### config.mk
export PLATFORM = sky130hd
export DESIGN_NAME = mem_wb_pipe_reg_flat
export DESIGN_NICKNAME = d
export VERILOG_FILES = /design/src/rtl/mem_wb_pipe_reg_if.sv /design/src/rtl/mem_wb_pipe_reg.sv /design/src/flat_wrapper.sv
export SDC_FILE = /design/constraint.sdc
export NUM_CORES = 1
export LEC_CHECK = 0
export ABC_AREA = 1
export BUFFER_PORTS_ARGS = -buffer_cell sky130_fd_sc_hd__buf_4
export CORE_UTILIZATION = 40
export DETAILED_ROUTE_END_ITERATION = 10
export GPL_TIMING_DRIVEN = 0
export PLACE_DENSITY = 0.75
export SYNTH_ARGS = -nofsm -noshare
export SYNTH_HDL_FRONTEND = slang
export SYNTH_SLANG_ARGS = --single-unit
### constraint.sdc
create_clock -name CLK -period 6.1 [get_ports CLK]
set_input_delay 0.61 -clock CLK [delete_from_list [all_inputs] [get_ports CLK]]
set_output_delay 0.61 -clock CLK [all_outputs]
set_load 0.005 [all_outputs]
### src/rtl/mem_wb_pipe_reg_if.sv
// MEM/WB bundle: M-stage inputs, stall/flush controls and W-stage outputs.
// master drives the M side and observes W; slave is the pipeline register.
interface mem_wb_pipe_reg_if #(
  parameter int XLEN  = 32,
  parameter int RA_W  = 5,
  parameter int CNT_W = 64
);
  logic             ValidM;
  logic             RegWriteM;
  logic [1:0]       ResultSrcM;
  logic [2:0]       Funct3M;
  logic [XLEN-1:0]  ALUResultM;
  logic [RA_W-1:0]  RdM;
  logic [XLEN-1:0]  PCPlus4M;
  logic [XLEN-1:0]  RD;
  logic             StallW;
  logic             FlushW;
  logic             ValidW;
  logic             RegWriteW;
  logic [1:0]       ResultSrcW;
  logic [XLEN-1:0]  ALUResultW;
  logic [XLEN-1:0]  ReadDataW;
  logic [RA_W-1:0]  RdW;
  logic [XLEN-1:0]  PCPlus4W;
  logic [XLEN-1:0]  ResultW;
  logic [CNT_W-1:0] InstRet;

  modport master (
    output ValidM, RegWriteM, ResultSrcM, Funct3M,
    output ALUResultM, RdM, PCPlus4M, RD,
    output StallW, FlushW,
    input  ValidW, RegWriteW, ResultSrcW, ALUResultW,
    input  ReadDataW, RdW, PCPlus4W, ResultW, InstRet
  );

  modport slave (
    input  ValidM, RegWriteM, ResultSrcM, Funct3M,
    input  ALUResultM, RdM, PCPlus4M, RD,
    input  StallW, FlushW,
    output ValidW, RegWriteW, ResultSrcW, ALUResultW,
    output ReadDataW, RdW, PCPlus4W, ResultW, InstRet
  );
endinterface

### src/rtl/mem_wb_pipe_reg.sv
// MEM/WB pipeline register: load extraction, x0 write suppression,
// writeback mux and retired-instruction counter.
// Ports: CLK, RST (async, active-high), bus (slave side of the bundle).
// XLEN must be 32 or 64.
module mem_wb_pipe_reg #(
  parameter int XLEN  = 32,
  parameter int RA_W  = 5,
  parameter int CNT_W = 64
) (
  input logic CLK,
  input logic RST,
  mem_wb_pipe_reg_if.slave bus
);

  localparam int OW = (XLEN == 64) ? 3 : 2;

  logic [OW-1:0]    ofs;
  logic             wSel;
  logic [XLEN-1:0]  shB;
  logic [XLEN-1:0]  shH;
  logic [XLEN-1:0]  shW;
  logic [XLEN-1:0]  ldData;
  logic             regWrM;

  logic             validQ;
  logic             regWrQ;
  logic [1:0]       srcQ;
  logic [XLEN-1:0]  aluQ;
  logic [XLEN-1:0]  rdDataQ;
  logic [RA_W-1:0]  rdQ;
  logic [XLEN-1:0]  pc4Q;
  logic [CNT_W-1:0] cntQ;
  logic [XLEN-1:0]  result;

  // Lanes are little-endian; shift the wanted lane down to bit 0.
  // Halfword ignores ofs[0]; word lane only exists on XLEN=64.
  always_comb begin
    ofs    = bus.ALUResultM[OW-1:0];
    wSel   = (XLEN == 64) ? ofs[OW-1] : 1'b0;
    shB    = bus.RD >> {ofs, 3'b000};
    shH    = bus.RD >> {ofs[OW-1:1], 4'b0000};
    shW    = bus.RD >> {wSel, 5'b00000};
    ldData = bus.RD;
    case (bus.Funct3M)
      3'b000: ldData = XLEN'($signed(shB[7:0]));
      3'b100: ldData = XLEN'(shB[7:0]);
      3'b001: ldData = XLEN'($signed(shH[15:0]));
      3'b101: ldData = XLEN'(shH[15:0]);
      3'b010: ldData = XLEN'($signed(shW[31:0]));
      3'b110: begin
        if (XLEN == 64) ldData = XLEN'(shW[31:0]);
      end
      default: ldData = bus.RD;
    endcase
  end

  assign regWrM = bus.RegWriteM & bus.ValidM & (bus.RdM != '0);

  always_ff @(posedge CLK or posedge RST) begin
    if (RST) begin
      validQ  <= 1'b0;
      regWrQ  <= 1'b0;
      srcQ    <= '0;
      aluQ    <= '0;
      rdDataQ <= '0;
      rdQ     <= '0;
      pc4Q    <= '0;
      cntQ    <= '0;
    end else if (bus.FlushW) begin
      validQ  <= 1'b0;
      regWrQ  <= 1'b0;
      srcQ    <= '0;
      aluQ    <= '0;
      rdDataQ <= '0;
      rdQ     <= '0;
      pc4Q    <= '0;
    end else if (!bus.StallW) begin
      validQ  <= bus.ValidM;
      regWrQ  <= regWrM;
      srcQ    <= bus.ResultSrcM;
      aluQ    <= bus.ALUResultM;
      rdDataQ <= ldData;
      rdQ     <= bus.RdM;
      pc4Q    <= bus.PCPlus4M;
      if (bus.ValidM) cntQ <= cntQ + CNT_W'(1);
    end
  end

  always_comb begin
    result = '0;
    case (srcQ)
      2'b00:   result = aluQ;
      2'b01:   result = rdDataQ;
      2'b10:   result = pc4Q;
      default: result = '0;
    endcase
  end

  assign bus.ValidW     = validQ;
  assign bus.RegWriteW  = regWrQ;
  assign bus.ResultSrcW = srcQ;
  assign bus.ALUResultW = aluQ;
  assign bus.ReadDataW  = rdDataQ;
  assign bus.RdW        = rdQ;
  assign bus.PCPlus4W   = pc4Q;
  assign bus.ResultW    = result;
  assign bus.InstRet    = cntQ;

endmodule

### src/flat_wrapper.sv
// flat-port wrapper written by rule: the top's interface ports become plain ports
module mem_wb_pipe_reg_flat 
#(
  parameter int XLEN  = 32,
  parameter int RA_W  = 5,
  parameter int CNT_W = 64
)
  (CLK, RST, bus_ValidM, bus_RegWriteM, bus_ResultSrcM, bus_Funct3M, bus_ALUResultM, bus_RdM, bus_PCPlus4M, bus_RD, bus_StallW, bus_FlushW, bus_ValidW, bus_RegWriteW, bus_ResultSrcW, bus_ALUResultW, bus_ReadDataW, bus_RdW, bus_PCPlus4W, bus_ResultW, bus_InstRet);
  mem_wb_pipe_reg_if #(.XLEN(XLEN), .RA_W(RA_W), .CNT_W(CNT_W)) bus_i ();
  input logic CLK;
  input logic RST;
  input wire logic [$bits(bus_i.ValidM)-1:0] bus_ValidM;
  input wire logic [$bits(bus_i.RegWriteM)-1:0] bus_RegWriteM;
  input wire logic [$bits(bus_i.ResultSrcM)-1:0] bus_ResultSrcM;
  input wire logic [$bits(bus_i.Funct3M)-1:0] bus_Funct3M;
  input wire logic [$bits(bus_i.ALUResultM)-1:0] bus_ALUResultM;
  input wire logic [$bits(bus_i.RdM)-1:0] bus_RdM;
  input wire logic [$bits(bus_i.PCPlus4M)-1:0] bus_PCPlus4M;
  input wire logic [$bits(bus_i.RD)-1:0] bus_RD;
  input wire logic [$bits(bus_i.StallW)-1:0] bus_StallW;
  input wire logic [$bits(bus_i.FlushW)-1:0] bus_FlushW;
  output wire logic [$bits(bus_i.ValidW)-1:0] bus_ValidW;
  output wire logic [$bits(bus_i.RegWriteW)-1:0] bus_RegWriteW;
  output wire logic [$bits(bus_i.ResultSrcW)-1:0] bus_ResultSrcW;
  output wire logic [$bits(bus_i.ALUResultW)-1:0] bus_ALUResultW;
  output wire logic [$bits(bus_i.ReadDataW)-1:0] bus_ReadDataW;
  output wire logic [$bits(bus_i.RdW)-1:0] bus_RdW;
  output wire logic [$bits(bus_i.PCPlus4W)-1:0] bus_PCPlus4W;
  output wire logic [$bits(bus_i.ResultW)-1:0] bus_ResultW;
  output wire logic [$bits(bus_i.InstRet)-1:0] bus_InstRet;
  assign bus_i.ValidM = bus_ValidM;
  assign bus_i.RegWriteM = bus_RegWriteM;
  assign bus_i.ResultSrcM = bus_ResultSrcM;
  assign bus_i.Funct3M = bus_Funct3M;
  assign bus_i.ALUResultM = bus_ALUResultM;
  assign bus_i.RdM = bus_RdM;
  assign bus_i.PCPlus4M = bus_PCPlus4M;
  assign bus_i.RD = bus_RD;
  assign bus_i.StallW = bus_StallW;
  assign bus_i.FlushW = bus_FlushW;
  assign bus_ValidW = bus_i.ValidW;
  assign bus_RegWriteW = bus_i.RegWriteW;
  assign bus_ResultSrcW = bus_i.ResultSrcW;
  assign bus_ALUResultW = bus_i.ALUResultW;
  assign bus_ReadDataW = bus_i.ReadDataW;
  assign bus_RdW = bus_i.RdW;
  assign bus_PCPlus4W = bus_i.PCPlus4W;
  assign bus_ResultW = bus_i.ResultW;
  assign bus_InstRet = bus_i.InstRet;
  mem_wb_pipe_reg #(.XLEN(XLEN), .RA_W(RA_W), .CNT_W(CNT_W)) u_core (.CLK(CLK), .RST(RST), .bus(bus_i));
endmodule
== Yosys cells after proc, flatten, opt, wreduce, memory -nomap -nowiden ==
Cells that the tools add are included.

* Output and inout bits: 201
* Register bits: 169
* Input bits: 112

* Reduce and logical (&&, ||, !) cells: 4
* Shift operators: 2
* Eq/ne operators: 6
* Multiplexer cells: 16
* Add/subtract/negate cells: 1
* Bitwise logic cells: 4

{| class="wikitable"
|+ Operators by type and width
! cell !! number
|-
| 32-bit 2-to-1 mux || 6
|-
| 32-bit one-hot mux with 4 select lines || 1
|-
| 32-bit one-hot mux with 3 select lines || 1
|-
| 64-bit by 1-bit adder with 64-bit output (second input constant) || 1
|-
| 32-bit by 5-bit right shift with 16-bit output || 1
|-
| 32-bit by 5-bit right shift with 8-bit output || 1
|-
| 5-bit 2-to-1 mux || 2
|-
| 3-bit equality test (second input constant) || 2
|-
| 5-bit nonzero test || 1
|-
| 1-bit 2-to-1 mux || 4
|-
| 2-bit 2-to-1 mux || 2
|-
| 3-bit by 1-bit equality test with 1-bit output (second input constant) || 1
|-
| 3-bit zero test || 1
|-
| 3-bit AND reduction || 1
|-
| 1-bit bitwise AND || 2
|-
| 2-bit by 1-bit equality test with 1-bit output (second input constant) || 1
|-
| 2-bit equality test (second input constant) || 1
|-
| 2-bit zero test || 1
|-
| 2-bit by 1-bit inequality test with 1-bit output (second input constant) || 1
|-
| 1-bit NOT || 2
|}

== Longest topological paths before layout ==
Gate-level depths: netlist (run 1).

* Word-level depth: 4
* Gate-level depth with buffers: 10
* Depth with buffers taken out: 10

== Worst setup path after synthesis (run 1) ==
Ideal clock, no wire load.

* Path kind: reg2out
* Start point: register u_core.srcQ[0] (netlist: u_core.bus.ResultSrcW[0])
* End point: output port bus_ResultW[12]
* Setup slack: 4.320 ns
* Stages on the path, launching flop included: 5
* Buffers on the path: 2
* Arrival: 1.170 ns
* Path through: dfrtp_1 clkbuf_1 buf_1 nand3_1 o211ai_1

* Word-level cells in the longest chain between the ends: 2
* Elaborated cells on any way between the ends: 4
* Those cells by class: eq/ne: 2; mux: 1; reduce/logical: 1

{| class="wikitable"
|+ Ends and longest elaborated chain
! element !! RTL line !! RTL
|-
| start: declaration || mem_wb_pipe_reg.sv:27 || <nowiki>logic [1:0] srcQ;</nowiki>
|-
| start signal: assignment || mem_wb_pipe_reg.sv:80 || <nowiki>srcQ <= bus.ResultSrcM;</nowiki>
|-
| 2-bit equality test (tied with other cells) || mem_wb_pipe_reg.sv:91 || <nowiki>case (srcQ)</nowiki>
|-
| 32-bit one-hot mux with 3 select lines (*) || mem_wb_pipe_reg.sv:91 ||
|-
| end: declaration || flat_wrapper.sv:29 || <nowiki>output wire logic [$bits(bus_i.ResultW)-1:0] bus_ResultW;</nowiki>
|}

Mark *: on every way between the ends. The rest lies on a longest branch, timed or not.

== Worst setup path in the final report (run 1) ==
Ends and elaborated chain as after synthesis.

==> reports/summary.md, run 1 <==
- **result of the run** finished clean
- **setup skew after layout** 14.7 ps
- **complex-gate fraction of the synthesized area** 0.124
- **largest vdd supply drop** 165 uV
- **clock tree from TritonCTS** yes
- **Crit Reg-Reg Endpoint** u_core.bus.InstRet[52]
- **Via-to-Cell Ratio** 5.24
- **length of the first detailed-routing pass in iterations** 5
- **GRT Util Overall** 0.296
- **via count of the first global-routing pass** 8,993
- **post-layout utilization of the core** 0.567
- **worst slew margin relative to its limit** 0.438
- **Final Cycle Share** 0.496
- **Adder-Cell Fraction of Synth Area** 0.00142
- **CP startpoint kind** flop
- **register area share after synthesis** 0.481
- **proportion of layout cells with a drive suffix above 1** 0.250
- **clock-pin transition on the worst setup and hold timing paths** 80 ps
- **IO buf count** 309
- **post-CTS setup buffer count** 0
- **number of antenna violations at the first check in global routing** 0
- **Residual DRC** 0
- **clk buf depth** 2
- **total standard cell area after synthesis** 8790 um^2
- **Post-DRT Antenna Nets** 0
- **leakage power figure** 6.06 nW
- **dominant combinational cell family by area after synthesis** simple AND/OR/NAND/NOR gates
- **Fin. Hold Viols** 0
- **row cnt** 53
- **global-route wire length before repair** 50,000 um
- **most common flop cell mapped by yosys** sky130_fd_sc_hd__dfrtp_1
- **reg-to-reg setup timing slack** 4180 ps
- **number of warnings issued by yosys** 0
- **Clock Latency Late Sink** 430 ps
- **Simple-Gate Fraction of Synth Area** 0.276
- **Total Die Area** 22,600 um^2
- **routed wirelength normalized by instance count** 18.9 um
- **Max Fclk** 331 MHz
- **count of routing violations after the opening detailed-route iteration** 558
- **die span in y** 150 um
- **Floorplan Core Area** 21,300 um^2
- **mean instance size in the synthesized netlist** 7.78 um^2
- **Synth Area in XOR/XNOR** 0.0439
- **CTS Buf Count** 17
- **I/O pins** 313
- **total congestion overflow** 0
- **Max Slew Vio Count** 0
- **worst r2r src** u_core.bus.InstRet[0]
- **required time of the critical path** 5490 ps
- **max-cap viol count** 0
- **area growth from synthesis to layout** 37.5%
- **classification of the worst setup path** flop to output port
- **highest net fanout along the worst path** 10
- **Setup violations, final** 0
- **maximum number of pins on one net before global-route repair** 132
- **hold buffer count at CTS** 0
- **unrepaired setup endpoints after global routing** no
- **clock period minus final worst setup slack** 3020 ps
- **count of distinct cell types in the synthesized netlist** 35
- **CTS-repair resized insts** 0
- **critical path arrival** 2410 ps
- **Power Dens Cells** 230 nW/um^2
- **Die Span X** 150 um
- **final RePlAce weighted congestion** 0.944
- **total wirelength of the detailed-routed design** 33,000 um
- **final HPWL from detailed placement** 25,700 um
- **Worst Hold Class** primary input to async pin
- **critical path capture point type** output port
- **Synthesized Nets** 1,242
- **overall via count from detail_route** 9,146
- **setup_tns** 0 ps
- **async set-or-reset flop fraction in the synthesized netlist** 1.00
- **antenna diode instance count** 0
- **root buffer cell** sky130_fd_sc_hd__clkbuf_16
- **total number of nets in the final design** 1,571
- **Seq cells post-synth** 169
- **Num Clock Sinks** 169
- **Post-synth EDFFs** 0
- **H-tree Lvls** 4
- **Cells after Synth** 1,129
- **fill cell count** 2,019
- **share of cell area taken by muxes after synthesis** 0
- **effective utilization at floorplan** 0.413
- **number of cell instances on the worst register-to-register path** 10
- **slew of the pin with the lowest slew margin** 843 ps
synthesized netlist by cell type, types with 3 or more instances:
master	n	share of area
sky130_fd_sc_hd__nand3b_1	7	0.0060
sky130_fd_sc_hd__nor2_1	126	0.054
sky130_fd_sc_hd__nand2_2	4	0.0028
sky130_fd_sc_hd__a21oi_1	21	0.012
sky130_fd_sc_hd__nor2_4	3	0.0038
sky130_fd_sc_hd__buf_1	9	0.0038
sky130_fd_sc_hd__nand4_1	16	0.011
sky130_fd_sc_hd__o211ai_1	28	0.024
sky130_fd_sc_hd__xor2_1	22	0.022
sky130_fd_sc_hd__inv_1	120	0.051
sky130_fd_sc_hd__clkbuf_1	29	0.012
sky130_fd_sc_hd__dfrtp_1	169	0.48
sky130_fd_sc_hd__nor2_2	8	0.0057
sky130_fd_sc_hd__o21ai_0	65	0.037
sky130_fd_sc_hd__xnor2_1	22	0.022
sky130_fd_sc_hd__o22ai_1	4	0.0028
sky130_fd_sc_hd__nand3_1	57	0.032
sky130_fd_sc_hd__nor3_1	14	0.0080
sky130_fd_sc_hd__nand2_1	341	0.15
sky130_fd_sc_hd__o221ai_1	10	0.010
sky130_fd_sc_hd__a221oi_1	3	0.0030
sky130_fd_sc_hd__a22o_1	32	0.032
sky130_fd_sc_hd__buf_2	4	0.0023
stage by stage:
step	total power [W]	hold WS, ps	worst slack [ps]	cell area (um^2)	cells
2_1_floorplan	0.00142	465	915	8790	1129
3_3_place_gp	0.00168	458	-1060	11500	1713
3_5_place_dp	0.00169	464	3550	11500	1714
4_1_cts	0.00280	140	3140	12100	1746
5_1_grt	0.00289	143	2970	12100	1746
6_report	0.00278	135	3080	12100	1746
layer usage:
metal  share of wire  wire length, um  GRT usage  vias up
met2            0.50            16400      0.513      430
li1                -                -          -     4326
met5               0                0          0        -
met3           0.072             2370     0.0515       76
met4           0.041             1340      0.149        0
met1            0.39            12900      0.352     4314
cells by family after synthesis:
logic type,after synthesis
flops,169
buf+inv,166
simple gates,581
xor+xnor,44
fa+ha+maj,1
compound gates,168
power by group:
part	internal (W)	switching, W
sequential	0.00118	0.0000582
combinational	0.000203	0.000232
clock	0.000615	0.000491
total	0.00200	0.000781
placed cells by master, fill, tap and decap left out, drive strengths merged:
master and n:
o22ai 4, nand3b 7, clkbuf 47, nand2 345
a221oi 3, nand4 16, bufinv 2, a32o 1
a22o 32, nor3 17, clkinv 6, dfrtp 169
o221ai 10, xor2 22, o211ai 28, buf 325
nor3b 1, a31oi 1, a21oi 21, inv 126
nor2 137, ha 1, clkinvlp 2, xnor2 22
o21ai 67, nand3 58, o31ai 1
sequential cells by signal, summed over array words and instances, names as in the netlist:
signal                 flops
u_core.bus.ALUResultW     32
u_core.bus.InstRet        64
u_core.bus.PCPlus4W       32
u_core.bus.RdW             5
u_core.bus.ReadDataW      32
u_core.bus.RegWriteW       1
u_core.bus.ResultSrcW      2
u_core.bus.ValidW          1
how the worst max path moves through the flow:
stage,start,to
after global routing,u_core.bus.ResultSrcW[0],bus_ResultW[12]
after detailed placement,bus_FlushW,u_core.bus.InstRet[40]
after CTS,u_core.bus.ResultSrcW[0],bus_ResultW[28]
after floorplan,RST,u_core.bus.ALUResultW[0]
after global placement,RST,u_core.bus.ALUResultW[1]
final,u_core.bus.ResultSrcW[0],bus_ResultW[12]
cell type report:
type	count	area (um^2)	area share
inverter	122	465	0.0385
sequential	169	4230	0.350
clock buffer	18	429	0.0355
clock inverter	14	164	0.0136
multi-input combinational	794	3920	0.324
tap	275	344	0.0285
timing repair buffer	310	2350	0.194
buffer	44	185	0.0153
worst max-delay path, stage by stage (launching register included):
cell                       delay, ps
sky130_fd_sc_hd__dfrtp_1         430
sky130_fd_sc_hd__clkbuf_1        480
sky130_fd_sc_hd__buf_1           440
sky130_fd_sc_hd__nand3_1         150
sky130_fd_sc_hd__o211ai_1        280
sky130_fd_sc_hd__buf_4           210
No activity file was read; power rests on OpenSTA's default activity.
==> run 2: changes to the inputs <==
--- a/config.mk
+++ b/config.mk
@@ -10,7 +10,7 @@
 export CORE_UTILIZATION = 40
 export DETAILED_ROUTE_END_ITERATION = 10
 export GPL_TIMING_DRIVEN = 0
-export PLACE_DENSITY = 0.75
+export PLACE_DENSITY = 0.78
 export SYNTH_ARGS = -nofsm -noshare
 export SYNTH_HDL_FRONTEND = slang
 export SYNTH_SLANG_ARGS = --single-unit
==> constraint.sdc (replaced) <==
create_clock -name CLK -period 2.62 [get_ports CLK]
set_input_delay 0.262 -clock CLK [delete_from_list [all_inputs] [get_ports CLK]]
set_output_delay 0.262 -clock CLK [all_outputs]
set_load 0.005 [all_outputs]
==> reports/summary.md, run 2 (synthesis gave the netlist of run 1 again) <==
- **proportion of layout cells with a drive suffix above 1** 0.253
- **clock tree from TritonCTS** yes
- **hold buffer count at CTS** 0
- **Post-DRT Antenna Nets** 0
- **I/O pins** 313
- **Residual DRC** 0
- **number of flip-flops under the largest register name** 64
- **routed wirelength normalized by instance count** 18.9 um
- **GRT Util Overall** 0.292
- **area growth from synthesis to layout** 38.7%
- **required time of the critical path** 2360 ps
- **number of antenna violations at the first check in global routing** 1
- **largest vdd supply drop** 396 uV
- **violated checks** hold timing
- **library cell contributing the largest single delay on the critical path** sky130_fd_sc_hd__buf_1
- **global-route wire length before repair** 49,400 um
- **Num Clock Sinks** 169
- **worst hold slack** -3.69 ps
- **die span in y** 150 um
- **result of the run** finished with violations
- **overall via count from detail_route** 9,324
- **final HPWL from detailed placement** 26,000 um
- **area of placed instances** 11,500 um^2
- **worst slew margin relative to its limit** 0.432
- **worst stage delay on the critical path** 650 ps
- **cell breakdown of the critical path** inv_1 -> nand2_1 -> buf_1 -> o211ai_1 -> buf_4
- **slew of the pin with the lowest slew margin** 851 ps
- **row cnt** 53
- **CP startpoint kind** flop
- **Bufs and invs on worst path** 3
- **Total Die Area** 22,600 um^2
- **Worst Hold Class** primary input to async pin
- **count of routing violations after the opening detailed-route iteration** 648
- **max-cap viol count** 0
- **highest net fanout along the worst path** 10
- **maximum number of pins on one net before global-route repair** 42
- **IO buf count** 309
- **critical path depth in cells** 5
- **length of the first detailed-routing pass in iterations** 5
- **Via-to-Cell Ratio** 5.33
- **commonest non-fill, non-tap cells in the layout** sky130_fd_sc_hd__nand2_1 (341), sky130_fd_sc_hd__buf_4 (309), sky130_fd_sc_hd__dfrtp_1 (169), sky130_fd_sc_hd__nor2_1 (126), sky130_fd_sc_hd__inv_1 (119)
- **root buffer cell** sky130_fd_sc_hd__clkbuf_16
- **clock period minus final worst setup slack** 2540 ps
- **Final Cycle Share** 0.971
- **unrepaired setup endpoints after global routing** no
- **number of cell instances on the worst register-to-register path** 10
- **effective utilization at floorplan** 0.413
- **Floorplan Core Area** 21,300 um^2
- **final RePlAce weighted congestion** 0.938
- **H-tree Lvls** 4
- **critical path's top delay family** buffers and inverters
- **most common cell after layout, fill and taps aside** sky130_fd_sc_hd__nand2_1
- **Power Dens Cells** 551 nW/um^2
- **Max Fclk** 393 MHz
- **total number of nets in the final design** 1,574
- **CTS Buf Count** 17
- **total congestion overflow** 0
- **clock-pin transition on the worst setup and hold timing paths** 70 ps
- **classification of the worst setup path** flop to output port
- **critical path capture point type** output port
- **post-route standard cell area excluding fillers** 12,200 um^2
- **Die Span X** 150 um
- **Fin. Hold Viols** 3
- **Max Slew Vio Count** 0
- **setup skew after layout** 11.6 ps
- **total wirelength of the detailed-routed design** 33,000 um
- **critical path arrival** 2280 ps
- **Setup violations, final** 0
- **via count of the first global-routing pass** 9,132
- **post-layout utilization of the core** 0.572
- **Clock Latency Late Sink** 430 ps
- **leakage power figure** 6.11 nW
- **clk buf depth** 2
[run 2: area by class of cell]
type / count / area (um^2)
Sequential cell: 169 / 4230
Buffer: 44 / 186
Tap cell: 275 / 344
Clock buffer: 18 / 439
Inverter: 122 / 462
Antenna cell: 1 / 2.50
Multi-Input combinational cell: 794 / 3920
Timing Repair Buffer: 313 / 2400
Clock inverter: 14 / 208
Fill cell: 1947 / 9100
[run 2: what timing repair did]
action | 4_1_cts | 5_1_grt
gates resized for setup | 0 | 2
endpoints found under the setup margin | 0 | 8
setup buffers | 0 | 0
[run 2: through the flow]
stage | worst slack, ps | cells | hold WS, ps | total power [W] | setup TNS, ps
after floorplan | 203 | 1129 | 383 | 0.00331 | 0
after global placement | -886 | 1713 | 458 | 0.00392 | -147540
after detailed placement | 392 | 1717 | 470 | 0.00395 | 0
after CTS | 18.3 | 1749 | 11.4 | 0.00673 | 0
after global routing | 73.4 | 1750 | 37.5 | 0.00695 | 0
final | 76.5 | 1750 | -3.69 | 0.00671 | 0
[run 2: path summary, 6_finish.rpt]
path / from / endpoint / slack (ps)
worst max-delay path: u_core.bus.ResultSrcW[0] / bus_ResultW[3] / 80
worst min-delay path: RST / u_core.bus.RegWriteW / -4
worst max register to register: u_core.bus.InstRet[1] / u_core.bus.InstRet[60] / 620
worst min register to register: u_core.bus.ValidW / u_core.bus.ValidW / 480
max in group asynchronous: RST / u_core.bus.InstRet[58] / 1710
min in group CLK: bus_PCPlus4M[24] / u_core.bus.PCPlus4W[24] / 40
[run 2: report_power, final]
| part | switching [W] | internal, W | total, W |
|---|---|---|---|
| sequential | 0.000142 | 0.00274 | 0.00289 |
| combinational | 0.000540 | 0.000481 | 0.00102 |
| clock | 0.00116 | 0.00165 | 0.00281 |
| total | 0.00184 | 0.00487 | 0.00671 |
[run 2: worst reg2reg max path, cell delays in order (launching register included)]
cell                      delay [ps]
sky130_fd_sc_hd__dfrtp_1         400
sky130_fd_sc_hd__ha_1            200
sky130_fd_sc_hd__inv_1            60
sky130_fd_sc_hd__nor2_1          130
sky130_fd_sc_hd__nand2_1         150
sky130_fd_sc_hd__nor3_1          280
sky130_fd_sc_hd__nand2_1         220
sky130_fd_sc_hd__nor2_4          230
sky130_fd_sc_hd__nand2_1         100
sky130_fd_sc_hd__nand2_1          80
sky130_fd_sc_hd__nand2_1          50
[run 2: routing by layer]
layer	global-route usage	vias to the layer above	routed length, um
met5	0	-	0
met4	0.133	0	1310
met3	0.0573	84	2630
met2	0.516	466	16600
met1	0.340	4445	12500
li1	-	4329	-
